==> src/rtl/stop_watch_core.sv <==
// stop_watch_core: centisecond elapsed-time counter (hour:min:sec:csec).
// A prescaler divides clk down to TICK_HZ; each prescaler wrap advances a
// cascaded csec/sec/min/hour chain. tick, rollover and running are registered.
module stop_watch_core #(
  parameter int CLK_FREQ = 100_000_000,
  parameter int TICK_HZ  = 100
) (
  input  logic       clk,
  input  logic       reset,
  input  logic       run_stop,
  input  logic       clear,
  input  logic       mode,
  output logic [6:0] csec,
  output logic [5:0] sec,
  output logic [5:0] min,
  output logic [4:0] hour,
  output logic       tick,
  output logic       rollover,
  output logic       running
);

  localparam int DIV = CLK_FREQ / TICK_HZ;
  localparam int PW  = (DIV > 1) ? $clog2(DIV) : 1;

  generate
    if (DIV < 2) begin : g_div_check
      $error("stop_watch_core: CLK_FREQ / TICK_HZ must be at least 2");
    end
  endgenerate

  logic [PW-1:0] presc;
  logic          en;
  logic          step;
  logic          at_max;

  // Counting only in stopwatch mode; clear blocks the enable so a clear
  // edge can never also produce a step, tick or rollover.
  assign en     = mode & run_stop & ~clear;
  assign step   = en && (presc == PW'(DIV - 1));
  assign at_max = (csec == 7'd99) && (sec == 6'd59) && (min == 6'd59) && (hour == 5'd23);

  // Prescaler: holds while disabled so a resume finishes the partial period.
  always_ff @(posedge clk or posedge reset) begin
    if (reset) begin
      presc <= '0;
    end else if (clear) begin
      presc <= '0;
    end else if (step) begin
      presc <= '0;
    end else if (en) begin
      presc <= presc + PW'(1);
    end
  end

  // Cascaded time fields; every carry is resolved on the same step edge.
  always_ff @(posedge clk or posedge reset) begin
    if (reset) begin
      csec <= '0;
      sec  <= '0;
      min  <= '0;
      hour <= '0;
    end else if (clear) begin
      csec <= '0;
      sec  <= '0;
      min  <= '0;
      hour <= '0;
    end else if (step) begin
      if (csec == 7'd99) begin
        csec <= '0;
        if (sec == 6'd59) begin
          sec <= '0;
          if (min == 6'd59) begin
            min <= '0;
            if (hour == 5'd23) begin
              hour <= '0;
            end else begin
              hour <= hour + 5'd1;
            end
          end else begin
            min <= min + 6'd1;
          end
        end else begin
          sec <= sec + 6'd1;
        end
      end else begin
        csec <= csec + 7'd1;
      end
    end
  end

  // Status pulses and the registered enable.
  always_ff @(posedge clk or posedge reset) begin
    if (reset) begin
      tick     <= 1'b0;
      rollover <= 1'b0;
      running  <= 1'b0;
    end else begin
      tick     <= step;
      rollover <= step & at_max;
      running  <= en;
    end
  end

endmodule

==> config.mk <==
export PLATFORM = sky130hd
export DESIGN_NAME = stop_watch_core
export DESIGN_NICKNAME = d
export VERILOG_FILES = /design/src/rtl/stop_watch_core.sv
export SDC_FILE = /design/constraint.sdc
export NUM_CORES = 1
export LEC_CHECK = 0
export BUFFER_PORTS_ARGS = -buffer_cell sky130_fd_sc_hd__buf_2
export CORE_MARGIN = 3
export CORE_UTILIZATION = 35
export CTS_BUF_LIST = sky130_fd_sc_hd__clkbuf_4 sky130_fd_sc_hd__clkbuf_8
export CTS_CLUSTER_DIAMETER = 60
export DETAILED_ROUTE_END_ITERATION = 10
export PLACE_DENSITY = 0.63
export SETUP_SLACK_MARGIN = 0.15
export SKIP_LAST_GASP = 1
export SYNTH_ARGS = -nofsm -noshare
export SYNTH_HDL_FRONTEND = slang
export SYNTH_SLANG_ARGS = --single-unit
==> constraint.sdc <==
create_clock -name clk -period 4.6 [get_ports clk]
set_clock_uncertainty 0.1 [all_clocks]
set_input_delay 0.23 -clock clk [delete_from_list [all_inputs] [get_ports clk]]
set_output_delay 0.23 -clock clk [all_outputs]
set_load 0.02 [all_outputs]
# == Word level (Yosys, flattened, before mapping) ==
# Index checks and enable logic that the tools add are counted.
# word_totals
register_bits,47
latchBits,0
mem_bits_rw,0
mem_bits_ro,0
word_cells,55
memories,0
# classes
add_sub_neg,5
n_mul,0
div_mod_pow,0
n_lt_le_gt_ge,0
n_eq_ne,5
n_shift,0
muxes,21
bitwise_logic,4
n_reduce_logical,12
# ops
operator,count
$mux W20,3
$mux W6,9
$mux W5,6
$mux W7,3
$add A20 B1 Y20 const B,1
$eq A20 B20 Y1 const B,1
$add A6 B1 Y6 const B,2
$eq A6 B6 Y1 const B,2
$reduce_bool A2 Y1,4
$add A7 B1 Y7 const B,1
$eq A7 B7 Y1 const B,1
$add A5 B1 Y5 const B,1
$eq A5 B5 Y1 const B,1
$logic_and A1 B1 Y1,4
$reduce_and A4 Y1,1
$and A1 B1 Y1,3
$reduce_and A3 Y1,1
$reduce_bool A3 Y1,1
$reduce_and A2 Y1,1
$not A1 Y1,1

# == Logic depth before layout (Yosys ltp) ==
# Gate-level depths: netlist of run 1.
# depth
word_depth,7
depth_mapped,7
mapped_depth_nobuf,6

# == Least setup slack after synthesis of run 1 ==
# OpenSTA, ideal clock, no wires.
# synth_timing
kind,register -> register
startpoint,register sec[0]
endpoint,register min[2]
arrival_time_ns,2.072
required_time_ns,4.380
path_slack_ns,2.308
path_stages_with_launch,8
period_less_slack_ns,2.292
path_cell_list,dfrtp_1 -> ha_1 -> nand2_1 -> or3_1 -> clkbuf_1 -> nor4_2 -> a21oi_1 -> a31o_2
# synth_between
elab_chain_cells,3
# synth_rtl
item,line,rtl
start: declaration,14,"output logic [5:0] sec,"
start signal: assignment,83,sec <= sec + 6'd1;
$eq A6 B6 Y1,70,if (sec == 6'd59) begin
$reduce_bool A2 Y1 (no line),-,
$reduce_and A3 Y1 (no line),-,
end signal: assignment,80,min <= min + 6'd1;
end: declaration,15,"output logic [5:0] min,"
# No other way between the ends.
# A chain may end at the register's enable or synchronous reset.

# == Worst setup path after layout of run 1 ==
# layout_timing
startpoint,register sec[0]
endpoint,register hour[0]
# layout_between
elab_chain_cells,3
# layout_rtl
item,line,rtl
$eq A6 B6 Y1,70,
$reduce_bool A2 Y1 (no line),-,
$reduce_and A4 Y1 (no line),-,
end signal: assignment,77,hour <= hour + 5'd1;
end: declaration,16,"output logic [4:0] hour,"
# No other way between the ends.

==> run metrics, run 1 <==
outcome complete, no violations; CTS Hold Bufs 0; Cell Rows 30; Final Max Tran Viols 0; vias in the first global route 2,075; Max-cap violations 0; Final Setup Violations 0; CTS tree yes; grt ovf 0; CP arrival 2.76 ns; Layout area overhead 11.7%; leakage power 1.25 nW; cells after synthesis 281; Mapped Nets 291; Layout Nets 317; DR iter-0 viols 92; global-route wire length before repair 10,000 µm; DRT Wirelength 5880 µm; peak supply drop 162 µV; CTS buffer count 5; CP Launch Type flop; CTS clk-pin slew, worst paths 0.09 ns; slew margin rel. 31.9%; DP HPWL 4040 µm; Longest Clk Path Bufs 2; Post-synth EDFFs 0; Power Total 0.000715 W; H-tree depth 2; cts repair resizes 0; DRT Pass-1 Iters 4; number of synthesized register bits 47; Place WS 2.05 ns; Max Fclk 380 MHz; Syn. warnings 0; worst skew pair latency 0.30 ns; Final Hold Vio Count 0; Buffers on Ports 31; via count 2,212; worst-margin pin slew 1.02 ns; pwr dens 244 nW/µm²; via/cell ratio 5.48; hold crit path type in2async; GRT Util Overall 14.3%; TNS Setup 0 ns; CTS sink cnt 47; routability cong. 0.850; CP Data Required Time 4.73 ns; Die Span Y 92.5 µm; io pins 32; initial antenna violation count 0; R2R Setup Slk 1.97 ns; Residual DRC 0; share of synthesized registers carrying an async set or reset 100%; largest net degree at the start of global routing 48; sequential-to-total area share from yosys stat 44.9%; period utilisation layout 57.2%; Mapped Area 2620 µm²; Mean Syn Cell Area 9.32 µm²; Die Area 8560 µm²; Layout Utilization 41.7%; Final WS setup 1.97 ns; CP max FO 7; DRT antenna net count 0; Synth cell types 48; DIE WIDTH 92.5 µm; Avg WL per Cell 14.5 µm; starting density of the core 37.3%; layout cells sized above 1 15.9%; diodes inserted 0; Min Hold Slack 0.0488 ns; RSZ-0062 raised after global routing no; most used flip-flop cell after synthesis dfrtp_1; core area 7020 µm²; crit path time final 2.63 ns; critical path class reg2reg; root buf cell clkbuf_8; Critical Path Sink Type flop; Post-CTS Setup Bufs 0
## synthesized netlist by cell type, types with 8 or more instances
cell / n / share of area, %
dfrtp_1: 47 / 45
nor2_1: 29 / 4.2
a21oi_1: 25 / 4.8
nand2_1: 18 / 2.6
nand3_1: 18 / 3.4
o21ai_0: 15 / 2.9
and3_1: 10 / 2.4
nand4_1: 10 / 2.4
or3_1: 8 / 1.9
or4_1: 8 / 2.3
xnor2_1: 8 / 2.7
## state kept, by name (all words and copies together), names as in the netlist
| name | count |
|---|---|
| tick | 1 |
| rollover | 1 |
| csec | 7 |
| min | 6 |
| running | 1 |
| hour | 5 |
| sec | 6 |
| presc | 20 |
## cell families (layout without fill, tap and decap cells)
logic type	Yosys count	count (layout)	share of synthesized area, %
buf+inv	19	46	3.53
flops	47	47	44.9
compound gates	55	55	12.0
fa+ha+maj	5	5	2.39
xor+xnor	15	15	5.01
mux	1	1	0.382
simple gates	139	139	31.8
## cell usage in the layout (no fill, tap or decap), drive strengths merged, types with 3 or more instances in the layout
master,synthesis,routed
a21oi,25,25
a31oi,3,3
and2,4,4
and3,10,10
and4,3,3
buf,3,31
clkbuf,9,7
dfrtp,47,47
ha,5,5
inv,7,7
nand2,18,18
nand2b,3,3
nand3,19,19
nand4,11,11
nor2,29,29
nor3,7,7
nor4,3,3
o21ai,15,15
o31ai,3,3
or3,9,9
or4,8,8
xnor2,8,8
xor2,7,7
## final timing paths
path | start | to | cells after the start
max in group asynchronous | reset | presc[7] | 2
min in group clk | run_stop | presc[1] | 3
worst min register to register | hour[3] | rollover | 1
worst min-delay path | reset | sec[3] | 2
worst max register to register | sec[0] | hour[0] | 6
worst max-delay path | sec[0] | hour[0] | 6
## report_power, final
| group | switching (W) | internal [W] |
|---|---|---|
| registers | 0.00000107 | 0.000414 |
| clock network | 0.000144 | 0.000129 |
| logic | 0.0000221 | 0.00000472 |
| total | 0.000167 | 0.000548 |
## layer usage
layer	share of wire (%)	global-route usage [%]
met1	51	20.2
met2	44	21.3
met3	4.1	3.49
met4	1.1	4.70
met5	0	0
## per-stage QoR
step / cell area, µm² / std cells
final: 2930 / 404
after detailed placement: 2830 / 396
after global placement: 2830 / 396
after CTS: 2930 / 404
after global routing: 2930 / 404
after floorplan: 2620 / 281
## final cells by class
| class | instances | area, µm² |
|---|---|---|
| Clock buffer | 7 | 90.1 |
| Clock inverter | 1 | 8.76 |
| Fill cell | 713 | 4090 |
| Inverter | 7 | 26.3 |
| Multi-Input combinational cell | 215 | 1350 |
| Sequential cell | 47 | 1180 |
| Tap cell | 96 | 120 |
| Timing Repair Buffer | 31 | 155 |
## critical path, cell delays in order, from the launching register on
cell	delay (ns)
dfrtp_1	0.43
ha_1	0.19
nand2_1	0.10
nor3_1	0.68
nand3_1	0.34
or4_1	0.54
a21oi_1	0.17
Power figures use the tool's default switching activity.
==> inputs of run 2 (changes only) <==
PLACE_DENSITY = 0.65   (was 0.63)
clock period = 2.35 ns   (was 4.6 ns; I/O delays follow)
==> run metrics, run 2 (same netlist as run 1, synthesis figures left out) <==
outcome complete, no violations; DP HPWL 4540 µm; worst-margin pin slew 0.550 ns; H-tree depth 2; CP peak stage delay 0.47 ns; peak supply drop 227 µV; Hold Crit Start run_stop; Buffers on Ports 31; CP arrival 2.30 ns; Die Span Y 92.5 µm; Layout Nets 341; worst skew pair latency 0.31 ns; R2R Setup Slk 0.19 ns; leading cell type in the layout, fill and taps excluded dfrtp_1; root buf cell clkbuf_8; Final Setup Violations 0; crit-path cells nor4b_4 > and4_4 > nand4_1 > buf_6 > or4b_4 > a21oi_2; Reg2Reg Depth 6; area of placed instances 3000 µm²; hold crit path type in2reg; Critical Path Sink Type flop; CP max-delay cell or4b_4; Largest regs presc: 20 flops, csec: 7 flops; Final Hold Vio Count 0; CTS clk-pin slew, worst paths 0.09 ns; largest net degree at the start of global routing 37; Die Area 8560 µm²; max reg flops 20; # fillers 698; period utilisation layout 92.0%; leakage power 1.40 nW; layout cells sized above 1 25.9%; via count 2,318; placed insts 414; GRT Util Overall 15.4%; initial antenna violation count 0; Longest Clk Path Bufs 2; DIE WIDTH 92.5 µm; CTS buffer count 5; Max Fclk 463 MHz; Cell Rows 30; register name with the most flops presc; worst path bufs/invs 1; global-route wire length before repair 10,500 µm; starting density of the core 37.3%; FF-to-FF Start presc[15]; Min Hold Slack 0.0449 ns; diodes inserted 0; core area 7020 µm²; CP Launch Type flop; WHS Path Cells 3; design area 3250 µm²; Layout Utilization 46.3%; CP Data Required Time 2.49 ns; Avg WL per Cell 15.1 µm; R2R Path End sec[4]; slew margin rel. 63.3%; crit path time final 2.16 ns; TNS Setup 0 ns; Layout area overhead 24.0%; Residual DRC 0; DRT antenna net count 0; io pins 32; RSZ-0062 raised after global routing yes; routability cong. 0.866; critical path class reg2reg; DRT Pass-1 Iters 5; via/cell ratio 5.42; DRT Wirelength 6460 µm; Hold Path Sink presc[1]; pwr dens 461 nW/µm²; Post-Layout Cell Count 428; Worst path top cell family by delay simple AND/OR/NAND/NOR gates; Final Max Tran Viols 0; grt ovf 0; DR iter-0 viols 110; most frequent cells in the layout 45 x dfrtp_1, 31 x buf_2, 29 x nor2_1; CP max FO 8; CTS sink cnt 47; vias in the first global route 2,178; Max-cap violations 0; CTS tree yes
run 2: changes by cell type in the layout (fill, tap and decap cells not counted), sizes merged:
cell,change
buf,+23
bufinv,+1
clkbuf,-1
clkinvlp,+1
dlygate4sd3,+1
inv,-1
run 2: tightest hold or removal path: cells and delay by family:
family	cells	cell delay, ns
buf+inv	1	0.15
compound gates	1	0.06
simple gates	1	0.09
run 2: final cells by class:
class | count | area (µm²) | share of cell area (%)
Clock inverter | 2 | 35.0 | 1.08
Sequential cell | 47 | 1180 | 36.3
Clock buffer | 6 | 82.6 | 2.54
Timing Repair Buffer | 55 | 358 | 11.0
Tap cell | 96 | 120 | 3.70
Inverter | 7 | 30.0 | 0.924
Multi-Input combinational cell | 215 | 1450 | 44.5
run 2: repair_timing:
| action | CTS | global route |
|---|---|---|
| endpoints found under the setup margin | 9 | 18 |
| hold buffers | 1 | 0 |
| hold endpoints to repair | 23 | 0 |
| gates resized for setup | 4 | 16 |
| setup buffers | 1 | 4 |
| pin swaps | 1 | 8 |
run 2: layer usage:
| layer | up-vias | global-route usage [%] | part of all wire [%] |
|---|---|---|---|
| li1 | 1128 | - | - |
| met1 | 1136 | 20.3 | 45 |
| met2 | 49 | 24.8 | 49 |
| met3 | 5 | 3.09 | 4.6 |
| met4 | 0 | 5.57 | 1.4 |
| met5 | - | 0 | 0 |
run 2: metrics by stage:
stage          setup WS (ns)  total power, W
2_1_floorplan          0.139        0.000867
3_3_place_gp          0.0559        0.000890
3_5_place_dp          0.0198        0.000891
4_1_cts                0.144         0.00151
5_1_grt               0.0947         0.00156
6_report               0.189         0.00150
run 2: worst max path at each step:
| stage | from | to | slack, ns | cells past startpoint |
|---|---|---|---|---|
| 2_1_floorplan | csec[3] | hour[3] | 0.14 | 5 |
| 6_report | presc[15] | sec[4] | 0.19 | 6 |
| 3_3_place_gp | presc[13] | hour[3] | 0.06 | 5 |
| 3_5_place_dp | presc[13] | hour[3] | 0.02 | 5 |
| 5_1_grt | presc[13] | hour[4] | 0.09 | 5 |
| 4_1_cts | presc[11] | hour[3] | 0.14 | 5 |
run 2: where the power goes:
group	internal, W	switching (W)	leakage (nW)
sequential	0.000810	0.00000174	0.652
combinational	0.0000181	0.0000469	0.683
clock	0.000344	0.000277	0.0612
total	0.00117	0.000325	1.40
